==> src/rtl/core_pkg.sv <==
// Shared types and sizing for the reorder buffer and the rename-side logic
// that consumes its lookup and commit outputs.
package core_pkg;

    localparam int WIDTH     = 31;
    localparam int ROB       = 2;
    localparam int REG       = 4;
    localparam int ROB_DEPTH = 1 << (ROB + 1);

    typedef logic [ROB:0]   rob_tag_t;
    typedef logic [REG:0]   reg_idx_t;
    typedef logic [WIDTH:0] data_t;
    typedef logic [ROB+1:0] rob_count_t;

    typedef struct packed {
        logic  ready;
        data_t value;
    } rob_lookup_t;

    typedef struct packed {
        logic     busy;
        logic     ready;
        reg_idx_t dest;
        data_t    value;
    } rob_entry_t;

endpackage

==> src/rtl/reorder_buffer_if.sv <==
// Bundle of the allocate, CDB, operand-lookup and commit signals exchanged
// between the rename/retire side (master) and the reorder buffer (slave).
interface reorder_buffer_if;
    import core_pkg::*;

    logic        alloc_valid;
    reg_idx_t    alloc_dest;
    logic        alloc_ready;
    rob_tag_t    alloc_rob;

    logic        cdb_valid;
    rob_tag_t    cdb_rob;
    data_t       cdb_value;

    rob_tag_t    rob1;
    rob_tag_t    rob2;
    rob_lookup_t ROBValue1;
    rob_lookup_t ROBValue2;

    logic        commit_ready;
    logic        commit_valid;
    rob_tag_t    freedRob;
    reg_idx_t    commitDest;
    data_t       ROBCommit;

    modport master (
        output alloc_valid, alloc_dest, cdb_valid, cdb_rob, cdb_value,
               rob1, rob2, commit_ready,
        input  alloc_ready, alloc_rob, ROBValue1, ROBValue2,
               commit_valid, freedRob, commitDest, ROBCommit
    );

    modport slave (
        input  alloc_valid, alloc_dest, cdb_valid, cdb_rob, cdb_value,
               rob1, rob2, commit_ready,
        output alloc_ready, alloc_rob, ROBValue1, ROBValue2,
               commit_valid, freedRob, commitDest, ROBCommit
    );

endinterface

==> src/rtl/rob_lookup_port.sv <==
// Combinational source-operand lookup into the ROB, with a same-cycle
// forward from the CDB when the entry has not captured its result yet.
module rob_lookup_port
    import core_pkg::*;
(
    input  rob_tag_t               tag,
    input  logic [ROB_DEPTH-1:0]   busy,
    input  logic [ROB_DEPTH-1:0]   ready,
    input  data_t                  value [ROB_DEPTH],
    input  logic                   cdb_valid,
    input  rob_tag_t               cdb_rob,
    input  data_t                  cdb_value,
    output rob_lookup_t            result
);

    always_comb begin
        result = '0;
        if (busy[tag] && ready[tag]) begin
            result.ready = 1'b1;
            result.value = value[tag];
        end else if (cdb_valid && (cdb_rob == tag) && busy[tag]) begin
            result.ready = 1'b1;
            result.value = cdb_value;
        end
    end

endmodule

==> src/rtl/reorder_buffer.sv <==
// Circular reorder buffer: allocates in rename order, captures CDB results,
// serves operand lookups and retires in order from the head.
module reorder_buffer
    import core_pkg::*;
(
    input  logic              clk,
    input  logic              rst_n,
    input  logic              flush,
    reorder_buffer_if.slave   bus
);

    rob_entry_t           entries [ROB_DEPTH];
    rob_tag_t             head;
    rob_tag_t             tail;
    rob_count_t           count;

    logic                 full;
    logic                 allocFire;
    logic                 retire;
    logic                 cdbHit;
    logic [ROB_DEPTH-1:0] busyVec;
    logic [ROB_DEPTH-1:0] readyVec;
    data_t                valueVec [ROB_DEPTH];

    always_comb begin
        for (int i = 0; i < ROB_DEPTH; i++) begin
            busyVec[i]  = entries[i].busy;
            readyVec[i] = entries[i].ready;
            valueVec[i] = entries[i].value;
        end
    end

    // No full-bypass: a retire in the same cycle does not open a slot.
    assign full          = (count == rob_count_t'(ROB_DEPTH));
    assign bus.alloc_ready = !full;
    assign bus.alloc_rob   = tail;
    assign allocFire     = bus.alloc_valid && !full;
    assign cdbHit        = bus.cdb_valid && entries[bus.cdb_rob].busy;

    assign bus.commit_valid = entries[head].busy && entries[head].ready;
    assign bus.freedRob     = head;
    assign bus.commitDest   = bus.commit_valid ? entries[head].dest  : '0;
    assign bus.ROBCommit    = bus.commit_valid ? entries[head].value : '0;
    assign retire           = bus.commit_valid && bus.commit_ready;

    // Flush outranks everything; otherwise CDB capture, then retire, then
    // allocate, so a (never legal) allocate/CDB collision resolves to allocate.
    always_ff @(posedge clk or negedge rst_n) begin
        if (!rst_n) begin
            head  <= '0;
            tail  <= '0;
            count <= '0;
            for (int i = 0; i < ROB_DEPTH; i++) begin
                entries[i] <= '0;
            end
        end else if (flush) begin
            head  <= '0;
            tail  <= '0;
            count <= '0;
            for (int i = 0; i < ROB_DEPTH; i++) begin
                entries[i].busy  <= 1'b0;
                entries[i].ready <= 1'b0;
            end
        end else begin
            if (cdbHit) begin
                entries[bus.cdb_rob].value <= bus.cdb_value;
                entries[bus.cdb_rob].ready <= 1'b1;
            end
            if (retire) begin
                entries[head].busy  <= 1'b0;
                entries[head].ready <= 1'b0;
                head                <= head + rob_tag_t'(1);
            end
            if (allocFire) begin
                entries[tail].busy  <= 1'b1;
                entries[tail].ready <= 1'b0;
                entries[tail].dest  <= bus.alloc_dest;
                tail                <= tail + rob_tag_t'(1);
            end
            count <= count + rob_count_t'(allocFire) - rob_count_t'(retire);
        end
    end

    rob_lookup_port lookup1 (
        .tag       (bus.rob1),
        .busy      (busyVec),
        .ready     (readyVec),
        .value     (valueVec),
        .cdb_valid (bus.cdb_valid),
        .cdb_rob   (bus.cdb_rob),
        .cdb_value (bus.cdb_value),
        .result    (bus.ROBValue1)
    );

    rob_lookup_port lookup2 (
        .tag       (bus.rob2),
        .busy      (busyVec),
        .ready     (readyVec),
        .value     (valueVec),
        .cdb_valid (bus.cdb_valid),
        .cdb_rob   (bus.cdb_rob),
        .cdb_value (bus.cdb_value),
        .result    (bus.ROBValue2)
    );

endmodule

==> src/flat_wrapper.sv <==
// flat-port wrapper written by rule: the top's interface ports become plain ports
module reorder_buffer_flat import core_pkg::*;
  (clk, rst_n, flush, bus_alloc_valid, bus_alloc_dest, bus_cdb_valid, bus_cdb_rob, bus_cdb_value, bus_rob1, bus_rob2, bus_commit_ready, bus_alloc_ready, bus_alloc_rob, bus_ROBValue1, bus_ROBValue2, bus_commit_valid, bus_freedRob, bus_commitDest, bus_ROBCommit);
  reorder_buffer_if bus_i ();
  input  logic clk;
  input  logic rst_n;
  input  logic flush;
  input wire logic [$bits(bus_i.alloc_valid)-1:0] bus_alloc_valid;
  input wire logic [$bits(bus_i.alloc_dest)-1:0] bus_alloc_dest;
  input wire logic [$bits(bus_i.cdb_valid)-1:0] bus_cdb_valid;
  input wire logic [$bits(bus_i.cdb_rob)-1:0] bus_cdb_rob;
  input wire logic [$bits(bus_i.cdb_value)-1:0] bus_cdb_value;
  input wire logic [$bits(bus_i.rob1)-1:0] bus_rob1;
  input wire logic [$bits(bus_i.rob2)-1:0] bus_rob2;
  input wire logic [$bits(bus_i.commit_ready)-1:0] bus_commit_ready;
  output wire logic [$bits(bus_i.alloc_ready)-1:0] bus_alloc_ready;
  output wire logic [$bits(bus_i.alloc_rob)-1:0] bus_alloc_rob;
  output wire logic [$bits(bus_i.ROBValue1)-1:0] bus_ROBValue1;
  output wire logic [$bits(bus_i.ROBValue2)-1:0] bus_ROBValue2;
  output wire logic [$bits(bus_i.commit_valid)-1:0] bus_commit_valid;
  output wire logic [$bits(bus_i.freedRob)-1:0] bus_freedRob;
  output wire logic [$bits(bus_i.commitDest)-1:0] bus_commitDest;
  output wire logic [$bits(bus_i.ROBCommit)-1:0] bus_ROBCommit;
  assign bus_i.alloc_valid = bus_alloc_valid;
  assign bus_i.alloc_dest = bus_alloc_dest;
  assign bus_i.cdb_valid = bus_cdb_valid;
  assign bus_i.cdb_rob = bus_cdb_rob;
  assign bus_i.cdb_value = bus_cdb_value;
  assign bus_i.rob1 = bus_rob1;
  assign bus_i.rob2 = bus_rob2;
  assign bus_i.commit_ready = bus_commit_ready;
  assign bus_alloc_ready = bus_i.alloc_ready;
  assign bus_alloc_rob = bus_i.alloc_rob;
  assign bus_ROBValue1 = bus_i.ROBValue1;
  assign bus_ROBValue2 = bus_i.ROBValue2;
  assign bus_commit_valid = bus_i.commit_valid;
  assign bus_freedRob = bus_i.freedRob;
  assign bus_commitDest = bus_i.commitDest;
  assign bus_ROBCommit = bus_i.ROBCommit;
  reorder_buffer u_core (.clk(clk), .rst_n(rst_n), .flush(flush), .bus(bus_i));
endmodule
==> config.mk <==
export PLATFORM = sky130hd
export DESIGN_NAME = reorder_buffer_flat
export DESIGN_NICKNAME = d
export VERILOG_FILES = /design/src/rtl/core_pkg.sv /design/src/rtl/reorder_buffer_if.sv /design/src/rtl/rob_lookup_port.sv /design/src/rtl/reorder_buffer.sv /design/src/flat_wrapper.sv
export SDC_FILE = /design/constraint.sdc
export NUM_CORES = 1
export LEC_CHECK = 0
export CELL_PAD_IN_SITES_DETAIL_PLACEMENT = 2
export CELL_PAD_IN_SITES_GLOBAL_PLACEMENT = 2
export CORE_ASPECT_RATIO = 0.8
export CORE_MARGIN = 5
export CORE_UTILIZATION = 30
export CTS_BUF_LIST = sky130_fd_sc_hd__clkbuf_8
export DETAILED_ROUTE_END_ITERATION = 6
export PLACE_DENSITY_LB_ADDON = 0.08
export SLEW_MARGIN = 15
export SYNTH_ARGS = -nofsm -noshare
export SYNTH_HDL_FRONTEND = slang
export SYNTH_SLANG_ARGS = --single-unit
==> constraint.sdc <==
create_clock -name clk -period 3.9 [get_ports clk]
set_input_delay 0.585 -clock clk [delete_from_list [all_inputs] [get_ports clk]]
set_output_delay 0.585 -clock clk [all_outputs]
set_load 0.02 [all_outputs]
# == Yosys cells after proc, flatten, opt, wreduce, memory -nomap -nowiden ==
# Index checks and enable logic that the tools add are counted.
# Widths: inputs -> output; s select.
# op_classes
n_lt_le_gt_ge,10
n_eq_ne,3
n_bitwise,5
n_mux,65
reduce_logical,16
addsub,4
# ops
operator,n
$bwmux 312,7
$mux 312,5
$demux 39 s3,7
$bmux 39 s3,2
$mux 39,6
$bmux 32 s3,2
$mux 32,6
$mux 33,4
$mux 38,3
$mux 37,1
$ge 4x4->1 const B,5
$not 3->4,5
$mux 2,8
$logic_and 1x1->1,13
$bmux 1 s3,4
$lt 4x1->1 const B,3
$mux 3,4
$lt 3x4->1 const B,2
$add 3x1->3 const B,2
$eq 3x3->1,2
$mux 5,1
$add 4x1->4,1
$eq 4x4->1 const B,1
$mux 1,4
other kinds (4),5
# word_totals
elab_cells,138
output_inout_bits,111
inputBits,52
reg_bits,322

# == Longest topological paths before layout ==
# logic_depth
ltp_word,18
ltp_mapped,14
depth_no_buf,10

# == Modules after synthesis ==
# Synthesis repeated with hierarchy kept, for this count alone.
# hier_totals
cells_unflattened,1513
area_unflattened_um2,20060.5
# modules_own_cells
module,cells_each,seq_area_each_um2,area_each_um2,instances
reorder_buffer,1037,8057.7,14355.0,1
rob_lookup_port,238,0.0,2852.7,2

# == Worst setup path after synthesis ==
# Ideal clock, no wire load.
# synth_path
kind,flip-flop to output port
from,"reg u_core.head[2], in the netlist u_core.bus.freedRob[2]"
to,out bus_ROBCommit[16]
t_required_ns,3.315
arrival_time_ns,2.546
path_stages_with_launch,8
slack_ns,0.769
n_path_buf,4
path_cell_list,dfrtp_1 > clkbuf_1 > clkbuf_1 > nand3b_1 > buf_2 > clkbuf_1 > o22ai_1 > nor4_1
# synth_via
elab_chain_len,6
# synth_lines
element,line_no,rtl
"start, declared",reorder_buffer.sv:13,rob_tag_t head;
"start signal, assigned",reorder_buffer.sv:72,head <= head + rob_tag_t'(1);
$not 3->4 (not written as such) *,"reorder_buffer.sv:40, reorder_buffer.sv:43",
$bmux 39 s3 *,"reorder_buffer.sv:40, reorder_buffer.sv:43",
$mux 39 * (2 in series),--,
$logic_and 1x1->1,reorder_buffer.sv:40,assign bus.commit_valid = entries[head].busy && entries[head].ready;
$mux 32 *,reorder_buffer.sv:43,assign bus.ROBCommit = bus.commit_valid ? entries[head].value : '0;
"end, declared",flat_wrapper.sv:23,output wire logic [$bits(bus_i.ROBCommit)-1:0] bus_ROBCommit;
# Every way passes the cells marked *; elsewhere a longest branch is shown, timed or not. The select of a mux whose other input is x is not followed.

# == Final worst setup path ==
# layout_path
from,reg u_core.entries[310] (netlist name)
to,out bus_ROBValue1[32]
# layout_via
elab_chain_len,4
# layout_lines
element,line_no,rtl
$bmux 1 s3,rob_lookup_port.sv:18,if (busy[tag] && ready[tag]) begin
$mux 1 (not written as such),rob_lookup_port.sv:18,
$logic_and 1x1->1,rob_lookup_port.sv:18,
$mux 33,rob_lookup_port.sv:18,
"end, declared",flat_wrapper.sv:18,output wire logic [$bits(bus_i.ROBValue1)-1:0] bus_ROBValue1;
# No other way between the ends. The select of a mux whose other input is x is not followed.

==> key figures <==
Setup path
  • Data required, critical path: 3310 ps
  • Critical Path Sink Type: primary output
  • CP Class: register to primary output
  • Highest net fanout along the worst path: 21
  • Worst setup SP type: register
  • Arrival time worst endpoint: 3220 ps

Synth
  • Adder-cell area share of the yosys netlist: less than 1%
  • Ys Warns: 0
  • Synthesis-stage register bit count: between 300 and 400
  • Simple-gate portion of the synthesized area: under 10%
  • Area contributors post-synth: dfrtp_1 (42%), mux4_2 (16%), mux2_2 (16%)
  • Top_reg_cell synth: dfrtp_1
  • Yosys top cell by area: dfrtp_1
  • Yosys cell types: 56
  • Synth top cells by count: dfrtp_1 (322), mux2_2 (265), mux4_2 (139)
  • Most frequent cell after synthesis: dfrtp_1
  • EDFF count, synth: 0
  • Mean Syn Cell Area: between 10 and 15 sq um
  • Post-Syn Area: 19040 sq um
  • Compound-cell area share of the yosys netlist: 10.88%
  • Top cell type's share of synthesized area: 42.32%
  • Largest family of logic cells by synthesized area: multiplexers
  • Post-synth ARST share: 100.0%
  • Mapped Cells: 1407
  • Synthesized Nets: 1466
  • Proportion of synthesized area in mux cells: roughly two fifths
  • Seq/Total Area, Yosys: around 42%
  • Post-Synth XOR/XNOR Area: 0.4140%

Clock tree
  • TritonCTS Buffers: 60
  • Clk slew on worst S/H paths: approximately 60 ps
  • Root Buffer: clkbuf_8
  • TritonCTS clock tree: done
  • Clk sinks: ~320
  • Skew-Pair Late Insertion Delay: 670 ps
  • H-tree Lvls: 2
  • Clock Path Buffers: 3

STA
  • Final hold violation count: 0
  • Final critical-path share of the clock period: 97.62%
  • Slew headroom: about 34%
  • Fmax: 262.7 MHz
  • Slew at the pin closest to its max-slew limit: 996.0 ps
  • Final Critical Period: 3807 ps
  • Max-slew violations: 0
  • PnR worst setup slack: 92.75 ps
  • Setup Skew: 42.85 ps
  • # setup viols final: 0

Routing
  • Post-route ant nets: 0
  • Initial DRC count: 780
  • Via count: 14162
  • Post-DR wirelength/cell: 30.77 um
  • Detailed Route WL: about 75000 um
  • Drt drc: 0
  • Number of vias per cell: ~5.8
  • Drt pass-1 iters: 5

Run
  • Maximum capacitance violations: 0

Floorplan
  • IO Count: 163
  • Die Area: 68640 sq um
  • Height of the die: 235.3 um
  • Initial core utilization: between 30% and 40%
  • Die width: 291.7 um
  • Std cell rows: 82
  • Placeable Area: 62790 sq um

Pwr
  • Sequential power share: between 40% and 50%
  • Max VDD drop: 0.2213 mV
  • Leak pwr: 11.03 nW
  • Net switching power: ~2.3 mW
  • Clk pwr share: approximately two fifths
  • Power Total: slightly above 8 mW
  • Sw Share: 28.00%
  • Comb pwr share: 13.0%
  • Pwr Density: around 350 nW/um^2
  • Internal power: 5.963 mW

Global routing
  • Largest net degree at the start of global routing: 77
  • Global-route wire length before repair: 113300 um
  • Total gr overflow: 0
  • Vias in the first global route: 15855
  • GRT Total Usage: about 22%
  • Initial antenna violation count: 1

Cells and area
  • Multi-input gate area: 10490 sq um
  • Layout cells sized above 1: between 40% and 50%
  • Nets@finish: 1628
  • Register area: approximately 8100 sq um
  • Area growth, synth to finish: 23.61%
  • Fillers: ~6400

Place
  • Pre-CTS setup slack: 32.19 ps
  • DP Wirelength: about 47000 um
  • Routability cong.: 0.7954
  • IO buf count: 162

Run status
  • Status: completed

Hold path
  • Type of the tightest min-delay check: register to register
-- sequential cells by signal, indices dropped and copies added, names as in the netlist --
register	cells
u_core.entries	304
u_core.busyVec	8
u_core.bus.freedRob	3
u_core.bus.alloc_rob	3
u_core.count	4
-- final timing paths --
| kind | to | depth (start not counted) | slack [ps] | start |
|---|---|---|---|---|
| min in group asynchronous | u_core.count[2] | 2 | 520 | rst_n |
| min reg2reg | u_core.entries[306] | 1 | 510 | u_core.entries[306] |
| max in group asynchronous | u_core.entries[203] | 3 | 2290 | rst_n |
| min | u_core.entries[306] | 1 | 510 | u_core.entries[306] |
| max | bus_ROBValue1[32] | 7 | 90 | u_core.entries[310] |
| max reg2reg | u_core.count[2] | 9 | 710 | u_core.bus.freedRob[1] |
-- layout by cell type (no fill, tap or decap), types with 26 or more instances in the layout --
cell type	count
clkbuf_8	76
dfrtp_1	316
mux2_4	30
buf_4	75
o22ai_1	74
dlymetal6s2s_1	36
buf_12	26
o22a_1	37
nor4_1	26
o221ai_1	37
clkdlybuf4s50_1	55
o2bb2ai_1	64
dlygate4sd2_1	62
mux2i_1	66
mux2_2	265
mux4_2	139
-- cell type report --
type                    instances  area share, %
multi-input cells             918          44.57
flip-flops and latches        322          34.28
repair buffers                261          11.46
well taps                     840          4.465
clock buffers                  76          4.444
clock inverters                27         0.6751
inverters                       6        0.09569
diodes                          1        0.01063
-- metrics by stage --
step | hold slack [ps] | cells | area, sq um | setup TNS, ps | utilization (%)
after global routing | 529.7 | 2450 | 23530 | -23.69 | 37.48
after detailed placement | 498.0 | 2343 | 22160 | 0 | 35.28
final | 512.0 | 2451 | 23540 | 0 | 37.48
after floorplan | 289.4 | 1407 | 19040 | 0 | -
after CTS | 495.6 | 2450 | 23440 | 0 | 37.33
after global placement | 487.5 | 2343 | 22160 | 0 | 35.28
-- layer usage --
metal,up-vias,track usage [%],part of all wire (%)
li1,5956,-,-
met1,7729,31.83,47
met2,376,34.57,46
met3,101,2.877,4.6
met4,0,4.373,1.8
met5,-,0,0
-- logic make-up (layout without fill, tap and decap cells) --
kind of cell	count (synthesis)	in the layout
buf+inv	167	370
compound gates	268	268
fa+ha+maj	7	7
mux	503	503
xor+xnor	9	9
other cells	0	1
flops	322	322
simple gates	131	131
-- critical path, stage by stage, from the launching register on --
cell and delay, ps:
dfrtp_1 430, mux4_2 520, nand2_1 90, nor2_1 60, a31oi_4 250, buf_4 420, nand2_1 210, clkdlybuf4s50_1 600
-- power groups by stage --
stage | Clock (mW) | Combinational, mW | Sequential, mW
final | 3.35 | 1.08 | 3.85
after global placement | 0 | 1.06 | 3.88
after floorplan | 0 | 0.722 | 3.81
after detailed placement | 0 | 1.09 | 3.90
after global routing | 3.64 | 1.18 | 3.88
after CTS | 3.50 | 1.10 | 3.84
-- repair_timing --
item                                   CTS  global route
setup endpoints to repair               85            39
setup buffers                            3             0
hold buffers                             1             0
resized for setup                       91            37
pin swaps                                3             1
endpoints found under the hold margin   69             0
Power figures use the tool's default switching activity.
